### config.mk
export PLATFORM = sky130hd
export DESIGN_NAME = rgb2ycbcr_cfg
export DESIGN_NICKNAME = d
export VERILOG_FILES = /design/src/rtl/rgb2ycbcr_cfg.sv
export SDC_FILE = /design/constraint.sdc
export NUM_CORES = 1
export LEC_CHECK = 0
export CORE_AREA = 5 5 336 305
export CTS_CLUSTER_DIAMETER = 150
export CTS_CLUSTER_SIZE = 25
export DETAILED_ROUTE_END_ITERATION = 16
export DIE_AREA = 0 0 341 310
export GPL_TIMING_DRIVEN = 0
export REMOVE_ABC_BUFFERS = 1
export SLEW_MARGIN = 20
export SYNTH_ARGS = -nofsm -noshare
export SYNTH_HDL_FRONTEND = slang
export SYNTH_SLANG_ARGS = --single-unit
### constraint.sdc
create_clock -name clk -period 7.56 [get_ports clk]
set_input_delay 0.756 -clock clk [delete_from_list [all_inputs] [get_ports clk]]
set_output_delay 0.756 -clock clk [all_outputs]
set_load 0.03 [all_outputs]
### src/rtl/rgb2ycbcr_cfg.sv
`default_nettype none
// ============================================================================
// Module      : rgb2ycbcr_cfg
// Description : Four-stage pipelined RGB to YCbCr converter with configurable
//               component width and frame-latched colour-matrix mode.
// Revision    : 1.0 - initial release
// ============================================================================
module rgb2ycbcr_cfg #(
    parameter int DW       = 8,
    parameter int MODE_RST = 0
) (
    input  logic          clk,
    input  logic          rst_n,
    input  logic          vsync_in,
    input  logic          hsync_in,
    input  logic          de_in,
    input  logic [DW-1:0] red,
    input  logic [DW-1:0] green,
    input  logic [DW-1:0] blue,
    input  logic [1:0]    cfg_mode,
    output logic          vsync_out,
    output logic          hsync_out,
    output logic          de_out,
    output logic [DW-1:0] y,
    output logic [DW-1:0] cb,
    output logic [DW-1:0] cr,
    output logic [1:0]    mode_active
);

    localparam int PW = DW + 10;
    localparam int SW = DW + 12;

    localparam logic [1:0]           c_MODE_RST   = 2'(MODE_RST);
    localparam logic [1:0]           c_BYPASS     = 2'd3;
    localparam logic [1:0]           c_LIMITED    = 2'd2;
    localparam logic signed [SW-1:0] c_ZERO       = '0;
    localparam logic signed [SW-1:0] c_RND        = SW'(128);
    localparam logic signed [SW-1:0] c_LUMA_OFF   = SW'(16 << (DW - 8));
    localparam logic signed [SW-1:0] c_CHROMA_OFF = SW'(1 << (DW - 1));
    localparam logic signed [SW-1:0] c_MAX        = SW'((1 << DW) - 1);

    // Q0.8 matrices, index = row*3 + column with rows Y/Cb/Cr and columns R/G/B
    localparam logic signed [8:0] c_COEF [0:3][0:8] = '{
        '{ 9'sd77,  9'sd150,  9'sd29, -9'sd43, -9'sd85, 9'sd128, 9'sd128, -9'sd107, -9'sd21 },
        '{ 9'sd54,  9'sd183,  9'sd19, -9'sd29, -9'sd99, 9'sd128, 9'sd128, -9'sd116, -9'sd12 },
        '{ 9'sd66,  9'sd129,  9'sd25, -9'sd38, -9'sd74, 9'sd112, 9'sd112, -9'sd94,  -9'sd18 },
        '{ 9'sd0,   9'sd0,    9'sd0,   9'sd0,   9'sd0,  9'sd0,   9'sd0,    9'sd0,    9'sd0  }
    };

    function automatic logic signed [PW-1:0] f_mul(input logic [DW-1:0] a,
                                                    input logic signed [8:0] c);
        f_mul = $signed({10'b0, a}) * $signed({{(PW-9){c[8]}}, c});
    endfunction

    function automatic logic signed [SW-1:0] f_ext(input logic signed [PW-1:0] p);
        f_ext = {{2{p[PW-1]}}, p};
    endfunction

    function automatic logic [DW-1:0] f_clamp(input logic signed [SW-1:0] t);
        if (t[SW-1])
            f_clamp = '0;
        else if (t > c_MAX)
            f_clamp = {DW{1'b1}};
        else
            f_clamp = t[DW-1:0];
    endfunction

    logic [DW-1:0]        w_pix  [0:2];
    logic signed [PW-1:0] r_prod [0:8];
    logic [DW-1:0]        r_byp1 [0:2];
    logic [DW-1:0]        r_byp2 [0:2];
    logic [1:0]           r_m1;
    logic [1:0]           r_m2;
    logic signed [SW-1:0] r_sum  [0:2];
    logic signed [SW-1:0] w_rnd  [0:2];
    logic signed [SW-1:0] w_shr  [0:2];
    logic signed [SW-1:0] w_off  [0:2];
    logic signed [SW-1:0] w_t    [0:2];
    logic signed [SW-1:0] r_t    [0:2];
    logic [3:0]           r_vs_dly;
    logic [3:0]           r_hs_dly;
    logic [3:0]           r_de_dly;
    logic                 r_vs_d;
    logic [1:0]           r_mode;
    logic [DW-1:0]        r_y;
    logic [DW-1:0]        r_cb;
    logic [DW-1:0]        r_cr;

    assign w_pix[0] = red;
    assign w_pix[1] = green;
    assign w_pix[2] = blue;

    // Mode changes only on a vsync rising edge; the pixel sampled on that
    // same edge still uses the previous mode.
    always_ff @(posedge clk or negedge rst_n) begin
        if (!rst_n) begin
            r_vs_d <= 1'b0;
            r_mode <= c_MODE_RST;
        end else begin
            r_vs_d <= vsync_in;
            if (vsync_in && !r_vs_d)
                r_mode <= cfg_mode;
        end
    end

    always_ff @(posedge clk or negedge rst_n) begin
        if (!rst_n) begin
            r_vs_dly <= '0;
            r_hs_dly <= '0;
            r_de_dly <= '0;
        end else begin
            r_vs_dly <= {r_vs_dly[2:0], vsync_in};
            r_hs_dly <= {r_hs_dly[2:0], hsync_in};
            r_de_dly <= {r_de_dly[2:0], de_in};
        end
    end

    // Stages 1 and 2: products, then row sums
    always_ff @(posedge clk or negedge rst_n) begin
        if (!rst_n) begin
            for (int k = 0; k < 9; k++)
                r_prod[k] <= '0;
            for (int i = 0; i < 3; i++) begin
                r_byp1[i] <= '0;
                r_byp2[i] <= '0;
                r_sum[i]  <= '0;
            end
            r_m1 <= '0;
            r_m2 <= '0;
        end else begin
            for (int k = 0; k < 9; k++)
                r_prod[k] <= f_mul(w_pix[k % 3], c_COEF[r_mode][k]);
            for (int i = 0; i < 3; i++) begin
                r_byp1[i] <= w_pix[i];
                r_byp2[i] <= r_byp1[i];
                r_sum[i]  <= f_ext(r_prod[3*i]) + f_ext(r_prod[3*i+1]) + f_ext(r_prod[3*i+2]);
            end
            r_m1 <= r_mode;
            r_m2 <= r_m1;
        end
    end

    // Stage 3 datapath: round to nearest, arithmetic shift, add offsets
    always_comb begin
        for (int i = 0; i < 3; i++) begin
            w_rnd[i] = r_sum[i] + c_RND;
            w_shr[i] = w_rnd[i] >>> 8;
            w_off[i] = c_CHROMA_OFF;
            if (i == 0)
                w_off[i] = (r_m2 == c_LIMITED) ? c_LUMA_OFF : c_ZERO;
            w_t[i] = w_shr[i] + w_off[i];
            if (r_m2 == c_BYPASS)
                w_t[i] = $signed({12'b0, r_byp2[i]});
        end
    end

    // Stages 3 and 4; blanking keys off the de bit that lands on de_out
    always_ff @(posedge clk or negedge rst_n) begin
        if (!rst_n) begin
            for (int i = 0; i < 3; i++)
                r_t[i] <= '0;
            r_y  <= '0;
            r_cb <= '0;
            r_cr <= '0;
        end else begin
            for (int i = 0; i < 3; i++)
                r_t[i] <= w_t[i];
            if (r_de_dly[2]) begin
                r_y  <= f_clamp(r_t[0]);
                r_cb <= f_clamp(r_t[1]);
                r_cr <= f_clamp(r_t[2]);
            end else begin
                r_y  <= '0;
                r_cb <= '0;
                r_cr <= '0;
            end
        end
    end

    assign vsync_out   = r_vs_dly[3];
    assign hsync_out   = r_hs_dly[3];
    assign de_out      = r_de_dly[3];
    assign y           = r_y;
    assign cb          = r_cb;
    assign cr          = r_cr;
    assign mode_active = r_mode;

endmodule
`default_nettype wire

==> flow_metrics.env, run 1 <==
export IMPL_grt_max_degree=94
export IMPL_die_x_um=341
export IMPL_netlist_area_um2=27320
export IMPL_vias_per_cell=4.400
export IMPL_cts_root_buf="clkbuf_16"
export IMPL_ys_flop_type="dfrtp_1"
export IMPL_drt_iter0_drc=976
export IMPL_grt_busiest_layer="met2"
export IMPL_cp_required_ps=7920
export IMPL_r2r_start="mode_active[0]"
export IMPL_grt_overflow_total=0
export IMPL_relSlewSlack_pct=33.31
export IMPL_ys_ff_latch=312
export IMPL_power_density_nw_per_um2=443.9
export IMPL_ys_warn_count=0
export IMPL_core_um2=98960
export IMPL_maxCapViolCount=0
export IMPL_antenna_found_initial=10
export IMPL_crit_type="register to register"
export IMPL_rsz0062_at_grt="false"
export IMPL_critPathLaunchType="register"
export IMPL_n_fill_cell=10110
export IMPL_synth_avg_cell_area_um2=10.46
export IMPL_r2r_cells=19
export IMPL_hold_path_class="input port to async pin"
export IMPL_grt_pass1_vias=17940
export IMPL_hold_violations=0
export IMPL_ys_types=61
export IMPL_outcome="complete, no violations"
export IMPL_die_y_um=310
export IMPL_row_count=110
export IMPL_use_met3_pct=1.404
export IMPL_min_period_over_period_pct=95.37
export IMPL_met1_usage_pct=16.51
export IMPL_fin_worst_skew_ps=35.17
export IMPL_synth_edff_count=0
export IMPL_async_reset_ff_share_pct=100.0
export IMPL_clockBufferDepth=3
export IMPL_floorplan_initialDensity_pct=27.61
export IMPL_setup_violations=0
export IMPL_die_area_um2=105700
export IMPL_dr_pass1_iters=7
export IMPL_cts_tree="built"
export IMPL_wl_per_cell_um=15.33
export IMPL_irDropWorstVdd_v=0.0002699
export IMPL_worst_slew_pin_slew_ps=999.2
export IMPL_drive_gt1_share_pct=1.913
export IMPL_via_count=17410
export IMPL_yosysTopAreaCellShare_pct=28.58
export IMPL_synthCells=2612
export IMPL_drv_slew=0
export IMPL_p_leak_nw=15.40
export IMPL_regToRegSetupSlack_ps=350
export IMPL_synth_area_leader_cell="dfrtp_1"
export IMPL_htreeDepth=1
export IMPL_setup_worst_path_end_class="register"
export IMPL_clk_pin_slew_ps=120
export IMPL_ioPinCount=60
export IMPL_finalWirelength_mm=60.68
export IMPL_fin_hold_ws_ps=126.5
export IMPL_tns_ps=0
export IMPL_synth_area_leaders="dfrtp_1 (29%), ha_1 (21%), fa_1 (21%)"
export IMPL_grt_first_pass_wirelength_mm=98.28
export IMPL_fin_util_pct=30.37
export IMPL_cts_num_sinks=312
export IMPL_use_met2_pct=19.68
export IMPL_clock_latency_ps=540
export IMPL_drc=0
export IMPL_period_needed_ps=7210
export IMPL_gp_congestion=0.8319
export IMPL_cts_buffers=16
export IMPL_io_buffer_count=59
export IMPL_max_freq_ghz=0.1387
export IMPL_detailed_place_hpwl_mm=49.99
export IMPL_grt_use_total_pct=11.77
export IMPL_rr_endpoint="r_prod[106]"
export IMPL_fin_total_pwr_mw=13.34
export IMPL_syn2layout_area_growth_pct=10.01
export IMPL_crit_fanout=20
export IMPL_yosysSeqAreaShare_pct=28.58
export IMPL_fin_nets=3446
export IMPL_ant_nets=0
export IMPL_crit_arrival_ps=7570
==> worst max-delay path, cell delays in order (launching register included) <==
cell	delay, ps
dfrtp_2	790
ha_2	660
inv_1	610
nand2_1	290
fa_1	450
fa_1	540
inv_1	50
fa_1	500
fa_1	540
inv_1	50
fa_1	520
inv_1	40
ha_1	340
nand2_1	60
o21ai_0	320
nor4_1	100
a21oi_1	200
a41o_1	230
o41ai_1	80
xnor2_1	600
==> power by group <==
part / internal [mW] / switching (mW) / leakage [nW] / total [mW]
Sequential: 2.40 / 0.434 / 3.73 / 2.84
Combinational: 4.13 / 5.35 / 11.4 / 9.48
Clock: 0.455 / 0.565 / 0.236 / 1.02
Total: 6.99 / 6.35 / 15.4 / 13.3
==> what timing repair did <==
item,in CTS,in global routing
buffers inserted,4,0
resized for setup,4,1
endpoints found under the setup margin,11,5
hold buffers,0,0
cloned,0,0
==> worst max-delay path by stage <==
stage | start | endpoint | slack, ps | cells after the start
final | mode_active[0] | r_prod[106] | 350 | 19
after global routing | mode_active[0] | r_prod[15] | 80 | 21
after CTS | mode_active[1] | r_prod[107] | 120 | 21
after detailed placement | mode_active[0] | r_prod[107] | -470 | 21
after global placement | rst_n | r_byp1[21] | -8120 | 1
after floorplan | mode_active[1] | r_prod[15] | 970 | 21
==> area by class of cell <==
class                           instances  area, um2  share of cell area (%)
Tap cell                             1288       1612                   5.362
Inverter                              521       1959                   6.520
Sequential cell                       312       7810                   25.99
Clock inverter                          2      38.79                  0.1291
Multi-Input combinational cell       1744      17430                   58.01
Timing Repair Buffer                   68      748.2                   2.490
Antenna cell                            4      10.01                 0.03331
Clock buffer                           19      442.9                   1.474
==> per-layer routing <==
metal / wire length (um) / up-vias
met2: 28030 / 272
met1: 28680 / 8641
met3: 2634 / 52
li1: - / 8449
met5: 0 / -
met4: 1339 / 0
==> kinds of logic after synthesis <==
logic type / Yosys count / synth area share (%)
flip-flops: 312 / 28.58
other: 1 / 0.01373
AO/OA/AOI/OAI: 282 / 6.586
XOR/XNOR: 150 / 4.809
multiplexers: 2 / 0.08243
AND/OR/NAND/NOR: 557 / 9.907
adder cells (fa/ha/maj): 752 / 42.38
buffers and inverters: 556 / 7.639
==> synth_stat cells, drive strengths merged (8+ instances only) <==
cell and n:
nor4 8, dfrtp 312, nand3 27, and2 70
a211oi 8, nand2 158, fa 289, ha 463
a21o 17, xor2 41, a21oi 88, inv 521
nand4 11, o211ai 8, o21bai 10, a21boi 8
nand2b 9, clkbuf 34, nor2 138, xnor2 109
nor3 35, o21ai 65, o21a 30, a31oi 12
and3 8, nor2b 60
==> state kept, by name, summed over array words and instances, names as in the netlist <==
register,count
r_vs_dly,4
cr,8
r_prod,147
y,8
r_byp2,24
r_t,38
r_de_dly,4
r_byp1,24
r_sum,37
r_hs_dly,4
cb,8
r_m1,2
mode_active,2
r_m2,2
==> placed cells by master, fill, tap and decap left out, types with 9 or more instances in the layout <==
master           Yosys  final
inv_1              521    520
ha_1               463    460
dfrtp_1            312    310
fa_1               289    289
nand2_1            158    158
nor2_1             138    138
xnor2_1            109    109
a21oi_1             87     87
and2_1              70     69
o21ai_0             64     64
nor2b_1             60     60
clkdlybuf4s50_1      0     58
xor2_1              41     41
nor3_1              35     35
o21a_1              30     30
nand3_1             27     27
a21o_1              17     17
clkbuf_16            0     17
a31oi_1             12     12
nand4_1             11     11
o21bai_1            10     10
nand2b_1             9      9
==> stage by stage <==
stage               worst slack, ps  area, um2  cells
floorplan                     972.5      27190   2577
global placement              -8116      29390   3924
detailed placement           -465.8      29520   3929
CTS                           117.8      30040   3954
global route                  78.24      30040   3954
finish                        350.3      30050   3958
Power figures use the tool's default switching activity.
==> run 2, diff against run 1 <==
--- a/config.mk
+++ b/config.mk
@@ -5,11 +5,11 @@
 export SDC_FILE = /design/constraint.sdc
 export NUM_CORES = 1
 export LEC_CHECK = 0
-export CORE_AREA = 5 5 336 305
+export CORE_AREA = 3 3 334 303
 export CTS_CLUSTER_DIAMETER = 150
 export CTS_CLUSTER_SIZE = 25
 export DETAILED_ROUTE_END_ITERATION = 16
-export DIE_AREA = 0 0 341 310
+export DIE_AREA = 0 0 337 306
 export GPL_TIMING_DRIVEN = 0
 export REMOVE_ABC_BUFFERS = 1
 export SLEW_MARGIN = 20
==> run 2 against run 1 <==
Clock skew is 13 ps lower. Clock power is 4% lower. Maximum frequency is 1.6% higher. Via count is 0.22% lower. Clock-buffer cell count is 1 higher. Critical path depth stayed put. Total power hardly changed. Die area is 2.4% lower. Sequential cell count stayed put. Critical endpoint unchanged.
==> flow_metrics.env, run 2 (same netlist as run 1, synthesis figures left out) <==
export IMPL_row_count=109
export IMPL_fin_total_pwr_mw=13.33
export IMPL_largest_register_ffs=147
export IMPL_die_x_um=337
export IMPL_dp_slack_ps=-398.5
export IMPL_fin_worst_skew_ps=22.21
export IMPL_worst_slew_pin_slew_ps=1083
export IMPL_crit_chain="ha_2 > inv_1 > nand2_1 > fa_1 > fa_1 > inv_1 > fa_1 > fa_1 > inv_1 > fa_1 > inv_1 > ha_1 > nand2_1 > o21ai_0 > nor4_1 > a21oi_1 > a41o_1 > o41ai_1 > xnor2_1"
export IMPL_cts_buffers=16
export IMPL_n_fill_cell=10020
export IMPL_detailed_place_hpwl_mm=49.86
export IMPL_critPathLaunchType="register"
export IMPL_p_leak_nw=15.39
export IMPL_die_area_um2=103100
export IMPL_fin_hold_ws_ps=174.5
export IMPL_wl_per_cell_um=15.39
export IMPL_finalWirelength_mm=60.70
export IMPL_grt_max_degree=100
export IMPL_drv_slew=0
export IMPL_setup_violations=0
export IMPL_reg_largest_list="r_prod: 147 flops, r_t: 38 flops, r_sum: 37 flops"
export IMPL_via_count=17380
export IMPL_finalNonFillerCells=3944
export IMPL_rsz0062_at_grt="false"
export IMPL_cp_required_ps=7920
export IMPL_core_um2=98060
export IMPL_hold_violations=0
export IMPL_outcome="complete, no violations"
export IMPL_relSlewSlack_pct=27.79
export IMPL_top_register="r_prod"
export IMPL_cts_root_buf="clkbuf_16"
export IMPL_crit_fanout=20
export IMPL_fin_ws_ps=460.9
export IMPL_clk_pin_slew_ps=110
export IMPL_final_common_cell="inv_1"
export IMPL_die_y_um=306
export IMPL_grt_pass1_vias=17790
export IMPL_min_period_over_period_pct=93.90
export IMPL_maxCapViolCount=0
export IMPL_ant_nets=0
export IMPL_drc=0
export IMPL_ioPinCount=60
export IMPL_grt_first_pass_wirelength_mm=97.48
export IMPL_final_cell_mix="inv_1 (520), ha_1 (460), dfrtp_1 (310), fa_1 (289), nand2_1 (158)"
export IMPL_syn2layout_area_growth_pct=9.851
export IMPL_tns_ps=0
export IMPL_floorplan_initialDensity_pct=27.86
export IMPL_antenna_found_initial=14
export IMPL_setup_worst_path_end_class="register"
export IMPL_crit_arrival_ps=7460
export IMPL_grt_overflow_total=0
export IMPL_power_density_nw_per_um2=444.3
export IMPL_io_buffer_count=59
export IMPL_hold_path_class="input port to async pin"
export IMPL_cts_tree="built"
export IMPL_cts_num_sinks=312
export IMPL_clock_latency_ps=530
export IMPL_period_needed_ps=7099
export IMPL_clockBufferDepth=3
export IMPL_crit_type="register to register"
export IMPL_gp_congestion=0.8360
export IMPL_fin_nets=3446
export IMPL_dr_pass1_iters=4
export IMPL_max_freq_ghz=0.1409
export IMPL_slowest_stage="dfrtp_2"
export IMPL_drt_iter0_drc=760
export IMPL_cpPeakStageDelay_ps=760
export IMPL_irDropWorstVdd_v=0.0002586
export IMPL_worst_path_most_repeated_cell="fa_1"
export IMPL_drive_gt1_share_pct=1.912
export IMPL_htreeDepth=1
export IMPL_grt_use_total_pct=12.07
export IMPL_dpl_cell_count=3917
export IMPL_vias_per_cell=4.406
run 2: cell count changes in the layout (fill, tap and decap cells not counted), sizes merged:
cell,delta
clkinv,+1
diode,-3
clkbuf,+1
bufinv,-1
run 2: routing by layer:
layer / up-vias / track usage (%) / wire [um]
met5: - / 0 / 26
met3: 59 / 1.966 / 2773
met4: 4 / 2.392 / 1041
li1: 8432 / - / -
met1: 8619 / 16.75 / 28530
met2: 262 / 19.92 / 28330
run 2: worst paths after layout:
check                          startpoint          end  slack, ps  depth (start not counted)
setup / recovery           mode_active[0]  r_prod[106]        460                         19
hold / removal                      rst_n   r_prod[32]        170                          1
setup reg to reg           mode_active[0]  r_prod[106]        460                         19
hold reg to reg                r_byp1[15]   r_byp2[15]        360                          0
max in group asynchronous           rst_n  r_prod[108]       6450                          2
min in group clk               r_byp1[15]   r_byp2[15]        360                          0
run 2: cell type report:
| class | instances | area, um2 | area share (%) |
|---|---|---|---|
| multi-input cells | 1744 | 17430 | 58.09 |
| inverters | 521 | 1959 | 6.529 |
| repair buffers | 68 | 748.2 | 2.493 |
| well taps | 1276 | 1597 | 5.320 |
| flip-flops and latches | 312 | 7810 | 26.02 |
| clock inverters | 2 | 13.76 | 0.04586 |
| clock buffers | 20 | 446.7 | 1.488 |
| diodes | 1 | 2.502 | 0.008339 |
run 2: stage by stage:
step                cell area, um2  util, %
global placement             29370    29.96
global route                 30010    30.60
finish                       30010    30.60
detailed placement           29510    30.09
floorplan                    27190        -
CTS                          30010    30.60
run 2: power by group:
group	leakage [nW]	total [mW]	internal (mW)	switching [mW]
clock network	0.227	0.981	0.423	0.558
logic	11.4	9.51	4.13	5.38
registers	3.73	2.84	2.40	0.437
total	15.4	13.3	6.96	6.38
run 2: what timing repair did:
| action | 4_1_cts | 5_1_grt |
|---|---|---|
| hold buffers | 0 | 0 |
| setup buffers | 4 | 0 |
| endpoints found under the setup margin | 11 | 4 |
| resized for setup | 4 | 1 |
run 2: worst max-delay path: cells and delay by family (launching register included):
family                     cells  cell delay (ps)
adders and majority gates      7             3570
DFF                            1              760
xor gates and xnor gates       1              360
buffers and inverters          4              730
and+or+nand+nor                3              650
AOI/OAI and AO/OA              4              810
==> run 3, diff against run 2 <==
--- a/config.mk
+++ b/config.mk
@@ -5,11 +5,12 @@
 export SDC_FILE = /design/constraint.sdc
 export NUM_CORES = 1
 export LEC_CHECK = 0
-export CORE_AREA = 3 3 334 303
+export ABC_AREA = 1
+export CORE_AREA = 3 3 342 311
 export CTS_CLUSTER_DIAMETER = 150
 export CTS_CLUSTER_SIZE = 25
 export DETAILED_ROUTE_END_ITERATION = 16
-export DIE_AREA = 0 0 337 306
+export DIE_AREA = 0 0 345 314
 export GPL_TIMING_DRIVEN = 0
 export REMOVE_ABC_BUFFERS = 1
 export SLEW_MARGIN = 20
==> run 3 against run 2 <==
Hold slack worse by 52 ps. Design area rose by 5.2%. Sequential share of layout area down 1.3 points. Synthesized cell count is 21% higher. Maximum frequency increased by 6.2%. Clock skew increased by 21 ps. First-iteration DRC count increased by 70%. Highest routed layer unchanged.
==> flow_metrics.env, run 3 <==
export IMPL_outcome="complete, no violations"
export IMPL_postCtsHoldBufs=0
export IMPL_cts_resized=0
export IMPL_synth_common_cells="inv_1 (719), nand2_1 (516), ha_1 (463)"
export IMPL_grt_overflow_total=0
export IMPL_grt_first_pass_wirelength_mm=110.6
export IMPL_synth_area_leaders="dfrtp_1 (27%), ha_1 (20%), fa_1 (20%)"
export IMPL_fin_hold_ws_ps=122.4
export IMPL_ioPinCount=60
export IMPL_period_needed_ps=6687
export IMPL_detailed_place_hpwl_mm=57.15
export IMPL_finalNonFillerCells=4598
export IMPL_synth_area_leader_cell="dfrtp_1"
export IMPL_critPathLaunchType="register"
export IMPL_cts_buffers=17
export IMPL_htreeDepth=1
export IMPL_reg_largest_list="r_prod: 147 flops, r_t: 38 flops, r_sum: 37 flops"
export IMPL_yosysSeqAreaShare_pct=27.15
export IMPL_r2r_cells=20
export IMPL_clockBufferDepth=3
export IMPL_cts_setup_buffers=0
export IMPL_crit_arrival_ps=7140
export IMPL_irDropWorstVdd_v=0.0002494
export IMPL_grt_max_degree=98
export IMPL_n_fill_cell=10930
export IMPL_fin_nets=4010
export IMPL_tns_ps=0
export IMPL_fin_worst_skew_ps=43.38
export IMPL_die_x_um=345
export IMPL_synthCells=3171
export IMPL_clock_latency_ps=550
export IMPL_die_area_um2=108300
export IMPL_grt_pass1_vias=20000
export IMPL_hold_violations=0
export IMPL_drv_slew=0
export IMPL_floorplan_initialDensity_pct=27.88
export IMPL_netlist_area_um2=28750
export IMPL_min_period_over_period_pct=88.45
export IMPL_dpl_cell_count=4576
export IMPL_rr_endpoint="r_prod[13]"
export IMPL_top_register="r_prod"
export IMPL_setup_violations=0
export IMPL_final_common_cell="inv_1"
export IMPL_drc=0
export IMPL_cts_root_buf="clkbuf_16"
export IMPL_dr_pass1_iters=7
export IMPL_drive_gt1_share_pct=1.889
export IMPL_clk_pin_slew_ps=120
export IMPL_power_density_nw_per_um2=398.9
export IMPL_largest_register_ffs=147
export IMPL_rsz0062_at_grt="false"
export IMPL_gp_congestion=0.8908
export IMPL_dp_slack_ps=884.6
export IMPL_io_buffer_count=59
export IMPL_maxCapViolCount=0
export IMPL_regToRegSetupSlack_ps=870
export IMPL_synth_edff_count=0
export IMPL_relSlewSlack_pct=33.12
export IMPL_vias_per_cell=4.361
export IMPL_yosysTopAreaCellShare_pct=27.15
export IMPL_ys_warn_count=0
export IMPL_crit_fanout=48
export IMPL_grt_use_total_pct=12.84
export IMPL_max_freq_ghz=0.1495
export IMPL_final_cell_mix="inv_1 (719), nand2_1 (516), ha_1 (459), dfrtp_1 (310), fa_1 (289)"
export IMPL_synth_avg_cell_area_um2=9.068
export IMPL_hold_path_class="input port to async pin"
export IMPL_drt_iter0_drc=1289
export IMPL_ys_types=39
export IMPL_core_um2=103100
export IMPL_crit_type="register to register"
export IMPL_diodes=0
export IMPL_cts_tree="built"
export IMPL_die_y_um=314
export IMPL_worst_slew_pin_slew_ps=1001
export IMPL_row_count=112
export IMPL_wl_per_cell_um=14.89
export IMPL_ant_nets=0
export IMPL_fin_ws_ps=873.2
export IMPL_setup_worst_path_end_class="register"
export IMPL_ys_flop_type="dfrtp_1"
export IMPL_cp_required_ps=8010
export IMPL_via_count=20050
export IMPL_p_leak_nw=17.64
export IMPL_cts_num_sinks=312
export IMPL_finalWirelength_mm=68.47
export IMPL_r2r_start="mode_active[0]"
export IMPL_synth_most_common_cell="inv_1"
export IMPL_syn2layout_area_growth_pct=9.847
export IMPL_ys_ff_latch=312
export IMPL_antenna_found_initial=9
export IMPL_async_reset_ff_share_pct=100.0
==> run 3: cell count changes after synthesis, sizes merged, moves of 69 or more <==
cell / before / now
xnor2: 109 / 37
nand3: 27 / 125
nor2: 138 / 248
and2: 70 / 1
nand2: 158 / 521
inv: 521 / 721
==> run 3: metal layers <==
| metal | routed length [um] | up-vias | track usage [%] | share of wire (%) |
|---|---|---|---|---|
| met5 | 34 | - | 0 | 0.050 |
| met4 | 2343 | 6 | 4.062 | 3.4 |
| met3 | 3873 | 91 | 2.120 | 5.7 |
| met2 | 29950 | 440 | 20.06 | 44 |
| met1 | 32260 | 9609 | 18.16 | 47 |
| li1 | - | 9905 | - | - |
==> run 3: through the flow <==
step                util, %  power (mW)  area [um2]
floorplan                 -       9.143       28650
global placement      30.01       11.57       30950
detailed placement    30.16       11.57       31100
CTS                   30.62       12.71       31590
global route          30.62       14.12       31590
finish                30.62       12.60       31590
==> run 3: worst max-delay path by stage <==
stage	from	endpoint	slack, ps	cells after the start
floorplan	mode_active[1]	r_prod[13]	1190	18
global placement	rst_n	r_byp1[22]	-7610	1
detailed placement	mode_active[0]	r_prod[13]	880	20
CTS	mode_active[0]	r_prod[13]	810	20
global route	mode_active[0]	r_prod[13]	450	20
finish	mode_active[0]	r_prod[13]	870	20
==> run 3: power breakdown <==
| group | switching (mW) | total, mW | internal (mW) |
|---|---|---|---|
| Combinational | 5.62 | 8.90 | 3.29 |
| Sequential | 0.370 | 2.69 | 2.32 |
| Clock | 0.582 | 1.01 | 0.424 |
| Total | 6.57 | 12.6 | 6.03 |
==> run 3: layout make-up <==
cell class              count  area (um2)  share of cell area, %
multi-input cells        2110       18150                  57.47
flip-flops and latches    312        7810                  24.73
inverters                 722        2711                  8.584
well taps                1368        1712                  5.419
repair buffers             64       718.2                  2.274
clock buffers              18       429.2                  1.359
clock inverters             4       53.80                 0.1703
==> run 3: worst max-delay path, stage by stage, from the launching register on <==
cell	delay, ps
dfrtp_2	920
ha_4	770
inv_1	590
nand2_1	270
o21ai_0	110
ha_1	300
inv_1	50
fa_1	550
inv_1	60
fa_1	500
fa_1	540
inv_1	50
fa_1	520
inv_1	40
ha_1	370
a21oi_1	220
nand2_1	140
a21oi_1	220
nor2_1	60
nor2_1	110
xor2_1	160
==> run 3: cells by family (layout without fill, tap and decap cells) <==
kind of cell	after synthesis	in the layout	synth area share, %
DFF	312	312	27.15
and+or+nand+nor	944	944	13.44
AOI/OAI and AO/OA	285	285	5.409
buffers and inverters	749	808	9.791
adders and majority gates	752	752	40.27
xor gates and xnor gates	128	128	3.925
other	1	1	0.01304
